`config.mk`:
```
export PLATFORM = sky130hd
export DESIGN_NAME = cla_seq_adder
export DESIGN_NICKNAME = d
export VERILOG_FILES = /design/src/rtl/cla_pkg.sv /design/src/rtl/cla4.sv /design/src/rtl/cla_seq_adder.sv
export SDC_FILE = /design/constraint.sdc
export NUM_CORES = 1
export LEC_CHECK = 0
export BUFFER_PORTS_ARGS = -buffer_cell sky130_fd_sc_hd__buf_2
export CAP_MARGIN = 20
export CORE_MARGIN = 2
export CORE_UTILIZATION = 52
export CTS_CLUSTER_SIZE = 20
export DETAILED_ROUTE_END_ITERATION = 6
export HOLD_SLACK_MARGIN = 0.03
export MAX_ROUTING_LAYER = met4
export PLACE_DENSITY_LB_ADDON = 0.1
export RECOVER_POWER = 50
export REMOVE_ABC_BUFFERS = 1
export SLEW_MARGIN = 10
export SYNTH_ARGS = -nofsm -noshare
export SYNTH_HDL_FRONTEND = slang
export SYNTH_SLANG_ARGS = --single-unit
```
`constraint.sdc`:
```
create_clock -name clk -period 3.6 [get_ports clk]
set_input_delay 0.72 -clock clk [delete_from_list [all_inputs] [get_ports clk]]
set_output_delay 0.72 -clock clk [all_outputs]
set_load 0.005 [all_outputs]
```
`src/rtl/cla_pkg.sv`:
```
// Shared definitions for the sequential carry-lookahead adder: FSM state
// encodings, nibble size and the operand-width legality check.
package cla_pkg;

    localparam int unsigned NIBBLE = 4;

    typedef enum logic [1:0] {
        StIdle = 2'b00,
        StRun  = 2'b01,
        StDone = 2'b10
    } state_e;

    // Operands are processed a nibble per pass; at least two passes are needed.
    function automatic bit width_ok(input int unsigned width);
        return (width >= 8) && ((width % NIBBLE) == 0);
    endfunction

endpackage

```
`src/rtl/cla4.sv`:
```
// 4-bit carry lookahead slice: generate/propagate terms with a fully
// flattened carry chain, so every carry is two gate levels from the inputs.
module cla4 (
    input  logic [3:0] a,
    input  logic [3:0] b,
    input  logic       ci,
    output logic [3:0] s,
    output logic       co
);

    logic [3:0] g;
    logic [3:0] p;
    logic [3:0] c;

    assign g = a & b;
    assign p = a ^ b;

    assign c[0] = ci;
    assign c[1] = g[0] | (p[0] & ci);
    assign c[2] = g[1] | (p[1] & g[0]) | (p[1] & p[0] & ci);
    assign c[3] = g[2] | (p[2] & g[1]) | (p[2] & p[1] & g[0]) | (p[2] & p[1] & p[0] & ci);
    assign co   = g[3] | (p[3] & g[2]) | (p[3] & p[2] & g[1]) | (p[3] & p[2] & p[1] & g[0])
                | (p[3] & p[2] & p[1] & p[0] & ci);

    assign s = p ^ c;

endmodule

```
`src/rtl/cla_seq_adder.sv`:
```
// Multi-cycle wide adder: one cla4 slice is reused WIDTH/4 times, LS nibble
// first, with the inter-nibble carry held in a register. valid/ready on both
// sides; a result is held until consumed.
// Optional feature macro: CLA_SEQ_SUB_EN adds the 'sub' input (a - b) and the
// 'ovf' signed-overflow output.
module cla_seq_adder
    import cla_pkg::*;
#(
    parameter int unsigned WIDTH = 32
) (
    input  logic             clk,
    input  logic             reset_n,
    input  logic             in_valid,
    output logic             in_ready,
    input  logic [WIDTH-1:0] a,
    input  logic [WIDTH-1:0] b,
    input  logic             ci,
`ifdef CLA_SEQ_SUB_EN
    input  logic             sub,
    output logic             ovf,
`endif
    output logic             out_valid,
    input  logic             out_ready,
    output logic [WIDTH-1:0] s,
    output logic             co,
    output logic             busy
);

    localparam int unsigned NSLICE = WIDTH / NIBBLE;
    localparam int unsigned CNT_W  = $clog2(NSLICE);

    if (!width_ok(WIDTH)) begin : g_width_check
        $error("cla_seq_adder: WIDTH must be a multiple of 4 and at least 8");
    end

    state_e           state_q;
    logic [CNT_W-1:0] cnt_q;
    logic [WIDTH-1:0] a_q;
    logic [WIDTH-1:0] b_q;
    logic [WIDTH-1:0] s_q;
    logic             carry_q;
    logic             co_q;
    logic             in_ready_q;
    logic             out_valid_q;
    logic             busy_q;

    logic [3:0]       nib_s;
    logic             nib_co;
    logic             last_nib;
    logic [WIDTH-1:0] b_load;
    logic             carry_load;

    cla4 u_cla4 (
        .a  (a_q[3:0]),
        .b  (b_q[3:0]),
        .ci (carry_q),
        .s  (nib_s),
        .co (nib_co)
    );

    assign last_nib = (cnt_q == CNT_W'(NSLICE - 1));

`ifdef CLA_SEQ_SUB_EN
    logic ovf_q;

    // Subtraction is a + ~b + 1; the caller's ci is ignored in that mode.
    assign b_load     = sub ? ~b : b;
    assign carry_load = sub ? 1'b1 : ci;
    assign ovf        = ovf_q;
`else
    assign b_load     = b;
    assign carry_load = ci;
`endif

    // FSM, nibble counter, operand/sum shift registers and registered handshakes.
    always_ff @(posedge clk or negedge reset_n) begin
        if (!reset_n) begin
            state_q     <= StIdle;
            cnt_q       <= '0;
            a_q         <= '0;
            b_q         <= '0;
            s_q         <= '0;
            carry_q     <= 1'b0;
            co_q        <= 1'b0;
            in_ready_q  <= 1'b1;
            out_valid_q <= 1'b0;
            busy_q      <= 1'b0;
`ifdef CLA_SEQ_SUB_EN
            ovf_q       <= 1'b0;
`endif
        end else begin
            unique case (state_q)
                StIdle: begin
                    if (in_valid) begin
                        state_q    <= StRun;
                        a_q        <= a;
                        b_q        <= b_load;
                        carry_q    <= carry_load;
                        cnt_q      <= '0;
                        in_ready_q <= 1'b0;
                        busy_q     <= 1'b1;
                    end
                end
                StRun: begin
                    // Sum nibbles enter at the top so the LS nibble lands at bit 0 last.
                    s_q     <= {nib_s, s_q[WIDTH-1:NIBBLE]};
                    a_q     <= {{NIBBLE{1'b0}}, a_q[WIDTH-1:NIBBLE]};
                    b_q     <= {{NIBBLE{1'b0}}, b_q[WIDTH-1:NIBBLE]};
                    carry_q <= nib_co;
                    cnt_q   <= cnt_q + CNT_W'(1);
                    if (last_nib) begin
                        state_q     <= StDone;
                        co_q        <= nib_co;
                        out_valid_q <= 1'b1;
`ifdef CLA_SEQ_SUB_EN
                        // Operands agree in sign but the sum's sign differs.
                        ovf_q <= (a_q[3] == b_q[3]) && (nib_s[3] != a_q[3]);
`endif
                    end
                end
                StDone: begin
                    if (out_ready) begin
                        state_q     <= StIdle;
                        out_valid_q <= 1'b0;
                        in_ready_q  <= 1'b1;
                        busy_q      <= 1'b0;
                    end
                end
                default: begin
                    state_q     <= StIdle;
                    cnt_q       <= '0;
                    out_valid_q <= 1'b0;
                    in_ready_q  <= 1'b1;
                    busy_q      <= 1'b0;
                end
            endcase
        end
    end

    assign in_ready  = in_ready_q;
    assign out_valid = out_valid_q;
    assign busy      = busy_q;
    assign s         = s_q;
    assign co        = co_q;

endmodule

```
==> results.cfg, run 1 <==
[drt]
viasPerCell = 5.54
drt_iter0_drc = 200
wl_per_cell_um = 14.7
vias = 3752
drtPass1Iterations = 4
wl_met2_mm = 4.86
ant_nets = 0
route.met3.wl_um = 517
top_layer = met4
met1_length_mm = 4.53
finalWirelength_mm = 9.99
drc = 0

[global_routing]
grt_antenna_before_repair = 1
grt_max_degree = 56
grt_first_pass_wirelength_mm = 17.3
track_usage = 0.223
grt_pass1_vias = 3622
overflow = 0

[power_and_ir_drop]
p_switching_uw = 1680
p_total_uw = 4340
p_leak_uw = 0.00260
power_density_mw_per_mm2 = 811
switching_share = 0.387
seq_power_share = 0.463
combinationalPowerShare = 0.371
p_clk_frac = 0.166
vdd_ir_drop_max_mv = 0.324
internal_power_uw = 2660

[cts]
holdBufCountCts = 0
cts-resized-gates = 0
ctsLongestPathBuffers = 2
clock_sinks = 106
clk_pin_slew_worst_paths_ps = 110
clock-root-buffer = clkbuf_8
numCtsBuffers = 9
htreeDepth = 3
cts_tree = built
post_cts_buffers = 0
clock_latency_ps = 360

[floorplan]
rows = 34
die_y_um = 98.7
die_w_um = 98.7
start_util = 0.535
io_pins = 105
die-area_sq_mm = 0.00974
core_sq_mm = 0.00872

[timing]
hold_violations = 0
fmax_mhz = 418
timing.max_slew.rel_slack = 0.135
worstMarginPinSlew_ps = 1300
finalClockSkew_ps = 8.70
final.setup.tns_ps = 0
period_share = 0.664
setup_violations = 0
drv_slew = 0
grt_setup_unrepaired = no
finalCriticalPeriod_ps = 2390

[synth]
synth_commonest_cells = nand2_1, dfrtp_1, a22oi_1
ys_types = 33
ys_ff_latch = 106
synth_top_cell_by_area = dfrtp_1
netlist_instances = 478
synth_area_sq_mm = 0.00466
yosysSeqAreaShare = 0.569
synth-edff-count = 0
syn_avg_cell_area_sq_um = 9.76
synthMostInstantiatedCell = nand2_1
synth_area_leaders = dfrtp_1, nand2_1, a22oi_1
yosysWarnings = 0
synthFlopType = dfrtp_1
async_flop_share = 1.00
yosysTopAreaCellShare = 0.563

[flow_run]
drv_cap = 0

[critical_path]
startpoint = state_q[0]
cp-end-kind = flip-flop
required_ps = 3880
timing.rr.start = state_q[0]
startpoint_type = flip-flop
arrival_ps = 2670
crit_fanout = 36
crit_type = reg2reg

[place]
placement.io_buffers = 104
dpl.hpwl_mm = 6.50
gp_congestion = 0.849

[cells_and_area]
area_delta_synth_final_pct = 14.8
layout-drive-gt1-share = 0.232
layout.nets = 639
utilization = 0.614

[hold_path]
hp-start = s[0]
hold_class = reg2reg

[status]
status = finished, final reports clean
[layout make-up]
class | count | area, sq um
clock inverter | 5 | 45.0
sequential | 106 | 2650
antenna | 1 | 2.50
clock buffer | 11 | 151
timing repair buffer | 111 | 586
inverter | 7 | 26.3
tap | 108 | 135
fill | 798 | 3370
multi-input combinational | 328 | 1750
[worst max-delay path: stages, from the launching register on]
cell and delay [ps]:
dfrtp_1 640, nor2b_1 850, buf_4 500, a22oi_1 110, o21ai_0 180
[sequential cells by signal, summed over array words and instances (netlist names)]
register,flops
busy,1
a_q,32
cnt_q,3
out_valid,1
state_q,2
b_q,32
co,1
carry_q,1
in_ready,1
s,32
[per-layer routing]
layer,global-route usage,vias up
li1,-,1830
met1,0.306,1822
met2,0.345,95
met3,0.0397,5
met4,0.0632,0
met5,-,-
[cell families (layout without fill, tap and decap cells)]
logic type / after synthesis / count (layout) / synth area share
AOI/OAI and AO/OA: 160 / 160 / 0.218
xor gates and xnor gates: 1 / 1 / 0.00188
adders and majority gates: 7 / 7 / 0.0204
buffers and inverters: 44 / 134 / 0.0539
DFF: 106 / 106 / 0.569
other: 0 / 1 / 0
and+or+nand+nor: 160 / 160 / 0.137
[power by group through the flow]
stage	combinational (uW)	clock [uW]	sequential, uW
after floorplan	1010	0	2040
after global placement	1570	0	2020
after detailed placement	1630	0	2040
after CTS	1640	744	2020
after global routing	1860	788	2090
final	1610	722	2010
[stage by stage]
stage                     hold WS (ps)  setup WS (ps)  std cells  area [sq um]
after global placement             453           1380        660          5170
after CTS                          397           1690        676          5360
after floorplan                    424            641        441          4440
final                              484           1210        677          5350
after global routing               513            957        677          5350
after detailed placement           466           1300        660          5170
[final timing paths]
path,to,slack [ps],cells after the start
max,b_q[16],1210,4
min,s[0],480,2
max reg2reg,b_q[16],1210,4
min reg2reg,s[0],480,2
max in group asynchronous,in_ready,2020,2
min in group asynchronous,s[1],620,1
[cells in the final DEF, fill, tap and decap left out, types with 3 or more instances in the layout]
cell        n
a22oi_1    48
o21ai_0    50
a22o_1      5
o21ai_1    14
a21oi_1    14
nor2_1      6
buf_2     103
clkbuf_8   11
o22ai_1    15
a32o_1      3
nand2_1   143
a221oi_1    3
nor2b_1     5
dfrtp_1   105
ha_1        6
inv_1       6
buf_4       6
Note: power is estimated with default switching activity, not from simulation.
==> run 2: changes to the inputs <==
==> constraint.sdc (replaced) <==
create_clock -name clk -period 2.36 [get_ports clk]
set_input_delay 0.472 -clock clk [delete_from_list [all_inputs] [get_ports clk]]
set_output_delay 0.472 -clock clk [all_outputs]
set_load 0.005 [all_outputs]
==> results.cfg, run 2 (synthesis gave the netlist of run 1 again) <==
[timing]
finalClockSkew_ps = 8.83
finalCriticalPeriod_ps = 1890
timing.max_slew.rel_slack = -0.123
grt_setup_unrepaired = no
drv_slew = 30
fmax_mhz = 528
setup_violations = 0
period_share = 0.803
hold_violations = 0
worstMarginPinSlew_ps = 1680
final.setup.tns_ps = 0

[hold_path]
whs_path_depth = 2
hold_class = in2reg

[cells_and_area]
layout.nets = 645
seq_area_sq_mm = 0.00266
instances_no_fill = 682
multiInputGateArea_sq_mm = 0.00175
diodes = 0
mostFrequentLayoutCell = nand2_1
fill_cells = 780
mostFrequentLayoutCells = nand2_1, dfrtp_1, buf_2
layout-drive-gt1-share = 0.239
area_delta_synth_final_pct = 16.3

[floorplan]
io_pins = 105
core_sq_mm = 0.00872
die_y_um = 98.7
die_w_um = 98.7
rows = 34
start_util = 0.535
die-area_sq_mm = 0.00974

[global_routing]
grt_max_degree = 57
overflow = 0
grt_pass1_vias = 3588
track_usage = 0.225
grt_first_pass_wirelength_mm = 17.4
grt_antenna_before_repair = 0

[drt]
ant_nets = 0
vias = 3762
wl_per_cell_um = 14.8
drc = 0
drtPass1Iterations = 5
viasPerCell = 5.52
drt_iter0_drc = 136
finalWirelength_mm = 10.1

[critical_path]
slowest_stage = dfrtp_1
crit_fanout = 27
crit_cells = 3
required_ps = 2610
crit_type = reg2reg
startpoint_type = flip-flop
cp-end-kind = flip-flop
arrival_ps = 2150
path_cells = nand2b_1 -> nor2_1 -> a22o_1
worst-r2r-cell-count = 3
worst_path_largest_cell_delay_ps = 870
crit_buf_inv = 0
critPathTopFamily = flip-flops

[cts]
htreeDepth = 3
clock-root-buffer = clkbuf_8
post_cts_buffers = 0
holdBufCountCts = 0
ctsLongestPathBuffers = 2
clk_pin_slew_worst_paths_ps = 100
numCtsBuffers = 9
cts-resized-gates = 0
clock_sinks = 106
clock_latency_ps = 360
cts_tree = built

[power_and_ir_drop]
p_leak_uw = 0.00264
vdd_ir_drop_max_mv = 0.521
power_density_mw_per_mm2 = 1250

[place]
placement.io_buffers = 104
gp_congestion = 0.765
place_inst = 666
dpl.hpwl_mm = 6.94

[status]
violations = max-capacitance violations, max-slew violations
status = complete, but fails checks

[flow_run]
drv_cap = 1
==> run 2: worst reg2reg max path, delay by kind of cell (launching register included) <==
kind | cells | cell delay [ps]
flip-flops | 1 | 870
AND/OR/NAND/NOR | 2 | 700
AO/OA/AOI/OAI | 1 | 220
==> run 2: final cells by class <==
class | count | share of cell area
Sequential cell | 106 | 0.490
Tap cell | 108 | 0.0249
Timing Repair Buffer | 117 | 0.118
Inverter | 7 | 0.00485
Clock inverter | 7 | 0.0173
Clock buffer | 9 | 0.0228
Multi-Input combinational cell | 328 | 0.322
==> run 2: power breakdown <==
part	switching (uW)	total, uW	internal (uW)
clock	609	1200	596
combinational	1400	2480	1080
sequential	538	3100	2560
total	2550	6790	4240
==> run 2: metal layers <==
metal | share of wire | up-vias | global-route usage | wire length, um
met5 | 0 | - | - | 0
li1 | - | 1840 | - | -
met2 | 0.48 | 102 | 0.352 | 4840
met4 | 0.0081 | 0 | 0.0421 | 82
met3 | 0.048 | 7 | 0.0411 | 487
met1 | 0.47 | 1813 | 0.315 | 4710
==> run 2: path summary, 6_finish.rpt <==
path,from,to,slack (ps)
max in group asynchronous,reset_n,b_q[1],720
min in group asynchronous,reset_n,s[8],530
worst max-delay path,state_q[1],b_q[28],470
worst min-delay path,b[30],b_q[30],350
worst max register to register,state_q[1],b_q[28],470
worst min register to register,s[0],s[0],480
==> run 2: per-stage QoR <==
step | util | instance area (sq um) | hold WS (ps) | worst slack, ps | power [uW]
6_report | 0.622 | 5420 | 348 | 466 | 6790
3_3_place_gp | 0.599 | 5220 | 424 | 723 | 5540
4_1_cts | 0.624 | 5440 | 34.5 | 697 | 6870
3_5_place_dp | 0.599 | 5220 | 434 | 667 | 5670
2_1_floorplan | - | 4440 | 176 | -599 | 4660
5_1_grt | 0.622 | 5420 | 323 | 313 | 7400
==> run 3: changes to the inputs <==
==> constraint.sdc (replaced) <==
create_clock -name clk -period 1.8 [get_ports clk]
set_input_delay 0.36 -clock clk [delete_from_list [all_inputs] [get_ports clk]]
set_output_delay 0.36 -clock clk [all_outputs]
set_load 0.005 [all_outputs]
==> results.cfg, run 3 (synthesis gave the netlist of run 1 again) <==
[cells_and_area]
utilization = 0.624
diodes = 0
layout.nets = 651
area_delta_synth_final_pct = 16.7
mostFrequentLayoutCells = nand2_1, dfrtp_1, buf_2
layout-drive-gt1-share = 0.241
mostFrequentLayoutCell = nand2_1

[critical_path]
path_cells = ha_1 -> a21o_1 -> a221oi_1 -> a221oi_1
worst_path_largest_cell_delay_ps = 410
required_ps = 2030
arrival_ps = 1840
critPathTopFamily = compound AO/OA/AOI/OAI gates
r2r_slack_ps = 180
crit_type = reg2reg
crit_buf_inv = 0
crit_fanout = 4
startpoint_type = flip-flop
cp-end-kind = flip-flop
slowest_stage = dfrtp_1
crit_top_cell = a221oi_1

[timing]
finalCriticalPeriod_ps = 1620
fmax_mhz = 619
period_share = 0.898
worstMarginPinSlew_ps = 623
finalClockSkew_ps = 8.69
setup_violations = 0
grt_setup_unrepaired = no
drv_slew = 0
timing.max_slew.rel_slack = 0.584
hold_violations = 0

[drt]
drt_iter0_drc = 230
finalWirelength_mm = 10.1
viasPerCell = 5.45
wl_per_cell_um = 14.7
drtPass1Iterations = 5
ant_nets = 0
drc = 0
vias = 3749

[cts]
clock_sinks = 106
clock_latency_ps = 370
numCtsBuffers = 9
cts-resized-gates = 0
cts_tree = built
clk_pin_slew_worst_paths_ps = 100
htreeDepth = 3
clock-root-buffer = clkbuf_8
ctsLongestPathBuffers = 2

[status]
status = finished, final reports clean

[power_and_ir_drop]
p_leak_uw = 0.00265
power_density_mw_per_mm2 = 1610
p_total_uw = 8760
vdd_ir_drop_max_mv = 0.699

[global_routing]
grt_pass1_vias = 3595
grt_antenna_before_repair = 0
grt_first_pass_wirelength_mm = 17.1
track_usage = 0.222
overflow = 0
grt_max_degree = 41

[floorplan]
io_pins = 105
start_util = 0.535
die_y_um = 98.7
die-area_sq_mm = 0.00974
die_w_um = 98.7
rows = 34
core_sq_mm = 0.00872

[place]
dpl.hpwl_mm = 6.96
placement.io_buffers = 104
gp_congestion = 0.943

[flow_run]
drv_cap = 0

[hold_path]
hold_class = in2reg
[run 3: cell count changes in the layout (fill, tap and decap cells not counted), moves of 2 or more]
cell       change
clkbuf_1       +3
clkbuf_2       +3
o21ai_0        +3
o21ai_1        -3
bufinv_16      -2
inv_6          +2
[run 3: what timing repair did]
| action | 4_1_cts | 5_1_grt |
|---|---|---|
| buffers inserted | 0 | 0 |
| hold endpoints to repair | 20 | 0 |
| endpoints found under the setup margin | 0 | 0 |
| hold buffers | 1 | 0 |
[run 3: area by class of cell]
type                    instances  area, sq um
inverters                       7         26.3
fillers                       800         3280
repair buffers                123          689
clock buffers                  11          141
well taps                     108          135
clock inverters                 5         37.5
flip-flops and latches        106         2660
multi-input cells             328         1760
[run 3: per-layer routing]
metal	GRT usage	share of wire	vias to the layer above
li1	-	-	1856
met1	0.301	0.45	1766
met2	0.349	0.48	117
met3	0.0369	0.055	10
met4	0.0653	0.012	0
met5	-	0	-
[run 3: worst paths after layout]
check / cells after the start / from / to
min in group asynchronous: 2 / reset_n / s[1]
max in group asynchronous: 3 / reset_n / a_q[13]
hold / removal: 2 / b[28] / b_q[28]
hold reg to reg: 2 / a_q[5] / a_q[5]
setup / recovery: 4 / a_q[2] / carry_q
setup reg to reg: 4 / a_q[2] / carry_q
[run 3: power by group]
part           total, uW  internal (uW)  switching [uW]
Clock               1370            550             817
Combinational       3390           1460            1920
Sequential          4000           3360             643
[run 3: stage by stage]
| step | TNS [ps] | cells | area [sq um] | setup WS [ps] | hold WS, ps |
|---|---|---|---|---|---|
| after floorplan | -66530 | 441 | 4440 | -1160 | 64.4 |
| after CTS | 0 | 688 | 5480 | 181 | 197 |
| after global placement | 0 | 671 | 5290 | 258 | 285 |
| final | 0 | 688 | 5440 | 184 | 210 |
| after detailed placement | 0 | 671 | 5290 | 195 | 287 |
| after global routing | 0 | 688 | 5440 | 52.7 | 196 |
